[src/rtl/logic_axi4_lite_register_file.sv]
// AXI4-Lite slave register bank with independent write/read engines and per-register write pulses.
// Optional LOGIC_AXI4_LITE_REGISTER_FILE_PROT_CHECK_EN rejects unprivileged accesses with SLVERR.
module logic_axi4_lite_register_file #(
  parameter int unsigned TARGET        = 0,
  parameter int unsigned DATA_BYTES    = 4,
  parameter int unsigned ADDRESS_WIDTH = 8,
  parameter int unsigned REGISTERS     = 16
) (
  input  logic                              i_aclk,
  input  logic                              i_areset,
  input  logic                              i_awvalid,
  output logic                              o_awready,
  input  logic [ADDRESS_WIDTH-1:0]          i_awaddr,
  input  logic [2:0]                        i_awprot,
  input  logic                              i_wvalid,
  output logic                              o_wready,
  input  logic [8*DATA_BYTES-1:0]           i_wdata,
  input  logic [DATA_BYTES-1:0]             i_wstrb,
  output logic                              o_bvalid,
  input  logic                              i_bready,
  output logic [1:0]                        o_bresp,
  input  logic                              i_arvalid,
  output logic                              o_arready,
  input  logic [ADDRESS_WIDTH-1:0]          i_araddr,
  input  logic [2:0]                        i_arprot,
  output logic                              o_rvalid,
  input  logic                              i_rready,
  output logic [8*DATA_BYTES-1:0]           o_rdata,
  output logic [1:0]                        o_rresp,
  output logic [REGISTERS*8*DATA_BYTES-1:0] o_registers,
  output logic [REGISTERS-1:0]              o_registers_written
);

  localparam int unsigned W    = 8 * DATA_BYTES;
  localparam int unsigned OFFS = $clog2(DATA_BYTES);
  localparam int unsigned IW   = ADDRESS_WIDTH - OFFS;

  logic                  r_aw_held;
  logic [IW-1:0]         r_aw_idx;
  logic [2:0]            r_aw_prot;
  logic                  r_w_held;
  logic [W-1:0]          r_wdata;
  logic [DATA_BYTES-1:0] r_wstrb;
  logic                  r_bvalid;
  logic [1:0]            r_bresp;
  logic                  r_rvalid;
  logic [W-1:0]          r_rdata;
  logic [1:0]            r_rresp;
  logic [W-1:0]          r_regs [REGISTERS];
  logic [REGISTERS-1:0]  r_written;

  logic                  w_aw_hs;
  logic                  w_w_hs;
  logic                  w_ar_hs;
  logic [IW-1:0]         w_aw_idx;
  logic [2:0]            w_aw_prot;
  logic [W-1:0]          w_wdata;
  logic [DATA_BYTES-1:0] w_wstrb;
  logic                  w_commit;
  logic                  w_aw_ok;
  logic [IW-1:0]         w_ar_idx;
  logic                  w_ar_ok;
  logic                  w_unused;

  // Readies are forced low while reset is asserted, high again as soon as it releases.
  assign o_awready = ~i_areset & ~r_aw_held & ~r_bvalid;
  assign o_wready  = ~i_areset & ~r_w_held & ~r_bvalid;
  assign o_arready = ~i_areset & ~r_rvalid;

  assign w_aw_hs = i_awvalid & o_awready;
  assign w_w_hs  = i_wvalid & o_wready;
  assign w_ar_hs = i_arvalid & o_arready;

  // Commit uses the held side or the side completing this edge.
  assign w_aw_idx  = r_aw_held ? r_aw_idx : i_awaddr[ADDRESS_WIDTH-1:OFFS];
  assign w_aw_prot = r_aw_held ? r_aw_prot : i_awprot;
  assign w_wdata   = r_w_held ? r_wdata : i_wdata;
  assign w_wstrb   = r_w_held ? r_wstrb : i_wstrb;
  assign w_commit  = (r_aw_held | w_aw_hs) & (r_w_held | w_w_hs);
  assign w_ar_idx  = i_araddr[ADDRESS_WIDTH-1:OFFS];

`ifdef LOGIC_AXI4_LITE_REGISTER_FILE_PROT_CHECK_EN
  assign w_aw_ok = (32'(w_aw_idx) < REGISTERS) & w_aw_prot[0];
  assign w_ar_ok = (32'(w_ar_idx) < REGISTERS) & i_arprot[0];
`else
  assign w_aw_ok = 32'(w_aw_idx) < REGISTERS;
  assign w_ar_ok = 32'(w_ar_idx) < REGISTERS;
`endif

  assign w_unused = ^{i_awprot, i_arprot, i_awaddr, i_araddr, w_aw_prot, TARGET[0]};

  always_ff @(posedge i_aclk or posedge i_areset) begin
    if (i_areset) begin
      r_aw_held <= 1'b0;
      r_aw_idx  <= '0;
      r_aw_prot <= '0;
      r_w_held  <= 1'b0;
      r_wdata   <= '0;
      r_wstrb   <= '0;
      r_bvalid  <= 1'b0;
      r_bresp   <= 2'b00;
    end else begin
      if (w_commit) begin
        r_aw_held <= 1'b0;
        r_w_held  <= 1'b0;
        r_bvalid  <= 1'b1;
        r_bresp   <= w_aw_ok ? 2'b00 : 2'b10;
      end else begin
        if (w_aw_hs) begin
          r_aw_held <= 1'b1;
          r_aw_idx  <= i_awaddr[ADDRESS_WIDTH-1:OFFS];
          r_aw_prot <= i_awprot;
        end
        if (w_w_hs) begin
          r_w_held <= 1'b1;
          r_wdata  <= i_wdata;
          r_wstrb  <= i_wstrb;
        end
        if (r_bvalid && i_bready) begin
          r_bvalid <= 1'b0;
        end
      end
    end
  end

  always_ff @(posedge i_aclk or posedge i_areset) begin
    if (i_areset) begin
      for (int i = 0; i < REGISTERS; i++) begin
        r_regs[i] <= '0;
      end
      r_written <= '0;
    end else begin
      r_written <= '0;
      if (w_commit && w_aw_ok) begin
        r_written[w_aw_idx] <= 1'b1;
        for (int b = 0; b < DATA_BYTES; b++) begin
          if (w_wstrb[b]) begin
            r_regs[w_aw_idx][8*b +: 8] <= w_wdata[8*b +: 8];
          end
        end
      end
    end
  end

  // Nonblocking array update means a read on the commit edge sees the old word.
  always_ff @(posedge i_aclk or posedge i_areset) begin
    if (i_areset) begin
      r_rvalid <= 1'b0;
      r_rdata  <= '0;
      r_rresp  <= 2'b00;
    end else if (w_ar_hs) begin
      r_rvalid <= 1'b1;
      r_rdata  <= w_ar_ok ? r_regs[w_ar_idx] : '0;
      r_rresp  <= w_ar_ok ? 2'b00 : 2'b10;
    end else if (r_rvalid && i_rready) begin
      r_rvalid <= 1'b0;
    end
  end

  for (genvar i = 0; i < REGISTERS; i++) begin : g_flat
    assign o_registers[i*W +: W] = r_regs[i];
  end

  assign o_registers_written = r_written;
  assign o_bvalid            = r_bvalid;
  assign o_bresp             = r_bresp;
  assign o_rvalid            = r_rvalid;
  assign o_rdata             = r_rdata;
  assign o_rresp             = r_rresp;

endmodule

[config.mk]
export PLATFORM = sky130hd
export DESIGN_NAME = logic_axi4_lite_register_file
export DESIGN_NICKNAME = d
export VERILOG_FILES = /design/src/rtl/logic_axi4_lite_register_file.sv
export SDC_FILE = /design/constraint.sdc
export NUM_CORES = 1
export LEC_CHECK = 0
export CORE_UTILIZATION = 46
export DETAILED_ROUTE_END_ITERATION = 8
export PLACE_DENSITY_LB_ADDON = 0.15
export SYNTH_ARGS = -nofsm -noshare
export SYNTH_HDL_FRONTEND = slang
export SYNTH_SLANG_ARGS = --single-unit
[constraint.sdc]
create_clock -name i_aclk -period 22.7 [get_ports i_aclk]
set_input_delay 4.54 -clock i_aclk [delete_from_list [all_inputs] [get_ports i_aclk]]
set_output_delay 4.54 -clock i_aclk [all_outputs]
set_load 0.05 [all_outputs]
==> impl_metrics.xml <==
<?xml version="1.0" encoding="UTF-8"?>
<metrics>
  <group name="power">
    <metric name="p_sw" unit="uW">1644</metric>
    <metric name="switching_share" unit="%">39.63</metric>
    <metric name="clock_share_of_power" unit="%">27.1</metric>
    <metric name="vdd_drop_max" unit="V">0.00006985</metric>
    <metric name="share_comb_of_total_power" unit="%">37.9</metric>
    <metric name="power.static_leakage" unit="uW">0.01723</metric>
    <metric name="power.internal" unit="uW">2505</metric>
    <metric name="p_seq_share" unit="%">35.0</metric>
    <metric name="power_density" unit="mW/mm2">110.9</metric>
  </group>
  <group name="synth">
    <metric name="mappedNetlistArea" unit="mm2">0.02824</metric>
    <metric name="yosysWarnings" unit="">0</metric>
    <metric name="synth-edff-count" unit="">0</metric>
    <metric name="synth.distinct_cells" unit="">48</metric>
    <metric name="synth_seq_cells" unit="">608</metric>
    <metric name="yosys.area.top_type_share" unit="%">53.88</metric>
    <metric name="synth-main-ff-cell" unit="">dfrtp_1</metric>
    <metric name="yosysMostFrequentCell" unit="">dfrtp_1</metric>
    <metric name="mean_instance_size_in_the_synthesized_netlist" unit="um2">15.57</metric>
    <metric name="postSynthCellCount" unit="">1814</metric>
    <metric name="synth_top_cells_by_area" unit="">dfrtp_1 54%, mux2_2 24%, mux4_2 7.7%</metric>
    <metric name="sequential_area_share_after_synthesis" unit="%">53.88</metric>
    <metric name="synth.cells.most_frequent" unit="">608 x dfrtp_1, 599 x mux2_2, 96 x mux4_2, 72 x clkbuf_1, 66 x mux2i_1</metric>
    <metric name="synth.largest_area_cell" unit="">dfrtp_1</metric>
    <metric name="synthArstFlopShare" unit="%">100.0</metric>
  </group>
  <group name="routing">
    <metric name="wirelength" unit="um">96900</metric>
    <metric name="firstDrtPassIters" unit="">5</metric>
    <metric name="first_iter_violations" unit="">1172</metric>
    <metric name="drc_errors" unit="">0</metric>
    <metric name="detail_route.vias_per_cell" unit="">5.846</metric>
    <metric name="detailroute.via_count" unit="">18930</metric>
    <metric name="number_of_nets_still_failing_antenna_checks_after_routing" unit="">0</metric>
    <metric name="wire_per_inst" unit="um">29.93</metric>
  </group>
  <group name="cts">
    <metric name="total_setup_buffers_inserted_after_cts" unit="">0</metric>
    <metric name="worst_setup_hold_path_clk_slew" unit="ns">0.06</metric>
    <metric name="cts_hold_buf" unit="">0</metric>
    <metric name="cts_resized" unit="">0</metric>
    <metric name="clock_latency" unit="ns">0.61</metric>
    <metric name="cts_buffers" unit="">69</metric>
    <metric name="htreeDepth" unit="">3</metric>
    <metric name="cts_root_buf" unit="">clkbuf_16</metric>
    <metric name="max-clock-path-buffers" unit="">3</metric>
    <metric name="cts_tree" unit="">yes</metric>
    <metric name="cts.sink_count" unit="">608</metric>
  </group>
  <group name="final_layout">
    <metric name="layout-drive-gt1-share" unit="%">37.60</metric>
    <metric name="area_delta_synth_final" unit="%">32.48</metric>
    <metric name="final_nets" unit="">2469</metric>
    <metric name="post-route-util" unit="%">61.86</metric>
  </group>
  <group name="die">
    <metric name="initial_cell_density_of_the_core" unit="%">46.69</metric>
    <metric name="width_of_the_chip" unit="um">249.8</metric>
    <metric name="num_io_pins" unit="">634</metric>
    <metric name="fp.dieH" unit="um">249.8</metric>
    <metric name="core-area" unit="mm2">0.06047</metric>
    <metric name="floorplan.die_area" unit="mm2">0.06238</metric>
    <metric name="number_of_standard_cell_rows_in_the_floorplan" unit="">90</metric>
  </group>
  <group name="global_routing">
    <metric name="first_pass_grt_wire_length" unit="um">141000</metric>
    <metric name="grt_remaining_overflow" unit="">0</metric>
    <metric name="grt_start_max_net_pins" unit="">183</metric>
    <metric name="grt_pass1_vias" unit="">19750</metric>
    <metric name="globalRouteTotalUtil" unit="%">31.12</metric>
    <metric name="antenna_violations_before_repair" unit="">6</metric>
  </group>
  <group name="worst_hold_path">
    <metric name="hold_path.class" unit="">flop to flop</metric>
  </group>
  <group name="timing">
    <metric name="setup_viol_count_final" unit="">0</metric>
    <metric name="slew-limit-headroom" unit="%">21.01</metric>
    <metric name="period_share" unit="%">47.87</metric>
    <metric name="final_period_minus_worst_setup_slack" unit="ns">10.87</metric>
    <metric name="fin_setup_tns" unit="ns">0</metric>
    <metric name="report.final.hold_viol_count" unit="">0</metric>
    <metric name="timing.final.max_slew_violations" unit="">0</metric>
    <metric name="final_clock_skew" unit="ns">0.02231</metric>
    <metric name="grt_setup_unrepaired" unit="">no</metric>
    <metric name="tightestPinTransition" unit="ns">1.185</metric>
    <metric name="fmax" unit="MHz">92.03</metric>
  </group>
  <group name="critical_path">
    <metric name="worstSetupStartpointType" unit="">input pin</metric>
    <metric name="critPathArrivalTime" unit="ns">6.33</metric>
    <metric name="ff2ff_setup_slack" unit="ns">18.95</metric>
    <metric name="r2r-start" unit="">r_w_held</metric>
    <metric name="timing.critical_path.fanout_max" unit="">8</metric>
    <metric name="r2r-end" unit="">o_registers[113]</metric>
    <metric name="critical_path_class" unit="">input pin to output pin</metric>
    <metric name="endpoint_required_time_on_the_critical_path" unit="ns">18.16</metric>
    <metric name="timing.reg2reg.worst_path_depth" unit="">6</metric>
    <metric name="critical_path.startpoint" unit="">i_areset</metric>
    <metric name="crit_path_end_kind" unit="">output pin</metric>
    <metric name="endpoint" unit="">o_wready</metric>
  </group>
  <group name="outcome">
    <metric name="status" unit="">finished, final reports clean</metric>
  </group>
  <group name="placed_design">
    <metric name="portBuffers" unit="">621</metric>
    <metric name="dpl.hpwl" unit="um">64310</metric>
    <metric name="place.gp.congestion" unit="">0.8547</metric>
  </group>
  <group name="run">
    <metric name="max-cap-violations" unit="">0</metric>
  </group>
</metrics>
-- metal layers --
| metal | routed length (um) | GRT usage, % | up-vias |
|---|---|---|---|
| met5 | 51 | 0 | - |
| met2 | 47500 | 51.13 | 671 |
| li1 | - | - | 8045 |
| met3 | 6989 | 8.490 | 179 |
| met4 | 3338 | 10.81 | 8 |
| met1 | 39020 | 39.60 | 10030 |
-- power groups by stage --
| stage | Combinational, uW | Sequential (uW) | Clock, uW |
|---|---|---|---|
| final | 1570 | 1450 | 1120 |
| after global routing | 1630 | 1480 | 1180 |
| after CTS | 1580 | 1450 | 1140 |
| after detailed placement | 1570 | 1460 | 0 |
| after global placement | 1560 | 1450 | 0 |
| after floorplan | 498 | 1990 | 0 |
-- critical path: stages --
cell             delay, ns
clkdlybuf4s50_1       0.65
nor3_1                0.28
clkdlybuf4s50_1       0.85
-- cell usage in the layout (no fill, tap or decap), types with 3 or more instances in the layout --
master | Yosys | layout
clkdlybuf4s50_1 | 0 | 618
nor4_4 | 13 | 13
mux2_1 | 11 | 11
o211ai_1 | 32 | 32
clkinv_2 | 0 | 10
nor3b_1 | 6 | 6
o21ai_2 | 3 | 3
nand3_1 | 4 | 4
o21ai_1 | 3 | 3
and3b_1 | 6 | 6
or2_2 | 3 | 3
nor2_1 | 21 | 19
or4_1 | 5 | 5
mux4_2 | 96 | 96
clkbuf_16 | 0 | 73
nand2_1 | 36 | 36
buf_4 | 11 | 20
nor3_4 | 42 | 42
o21ai_0 | 3 | 3
a22oi_1 | 61 | 61
mux2_4 | 14 | 14
clkbuf_8 | 0 | 20
dfrtp_1 | 608 | 607
nor3_1 | 8 | 8
o22ai_2 | 4 | 4
or3b_1 | 7 | 6
clkbuf_1 | 72 | 15
mux2_2 | 599 | 599
mux2i_1 | 66 | 66
nor2_2 | 2 | 4
o22ai_1 | 11 | 10
-- registers in the layout (all words and copies together), names as in the netlist --
name,cells
o_bresp,1
o_bvalid,1
o_rdata,32
o_registers,512
o_registers_written,16
o_rresp,1
o_rvalid,1
r_aw_held,1
r_aw_idx,6
r_w_held,1
r_wdata,32
r_wstrb,4
-- worst min path at each step --
stage / startpoint / to / slack [ns] / depth (start not counted)
detailed placement: r_wdata[0] / r_wdata[0] / 0.49 / 1
global route: r_wdata[8] / r_wdata[8] / 0.51 / 1
CTS: r_wdata[8] / r_wdata[8] / 0.50 / 1
finish: r_wdata[8] / r_wdata[8] / 0.50 / 1
global placement: o_rresp[1] / o_rresp[1] / 0.47 / 2
floorplan: r_wdata[25] / r_wdata[25] / 0.47 / 1
-- cell type report --
class                   count  area (um2)
multi-input cells        1080       12490
clock buffers             107        2145
diodes                      1       2.502
repair buffers            642        6401
flip-flops and latches    608       15220
inverters                   3       18.77
fillers                  4604       23060
well taps                 782       978.4
clock inverters            15       151.4
-- cell families (layout without fill, tap and decap cells) --
family,after synthesis,count (layout),synth area share [%]
muxes,787,787,35.12
DFF,608,608,53.88
and+or+nand+nor,171,171,5.761
AOI/OAI and AO/OA,120,120,3.191
buffers and inverters,127,767,2.034
other,1,3,0.01328
-- through the flow --
| step | total power (uW) | area (um2) | setup slack [ns] | instances | hold slack, ns |
|---|---|---|---|---|---|
| 3_5_place_dp | 3038 | 35110 | 11.84 | 3115 | 0.4873 |
| 2_1_floorplan | 2491 | 28240 | 0.8825 | 1815 | 0.4737 |
| 5_1_grt | 4289 | 37400 | 11.79 | 3237 | 0.5066 |
| 3_3_place_gp | 3005 | 35110 | 11.84 | 3115 | 0.4715 |
| 4_1_cts | 4169 | 37400 | 11.84 | 3237 | 0.5003 |
| 6_report | 4149 | 37410 | 11.83 | 3238 | 0.4987 |
Power figures use the tool's default switching activity.
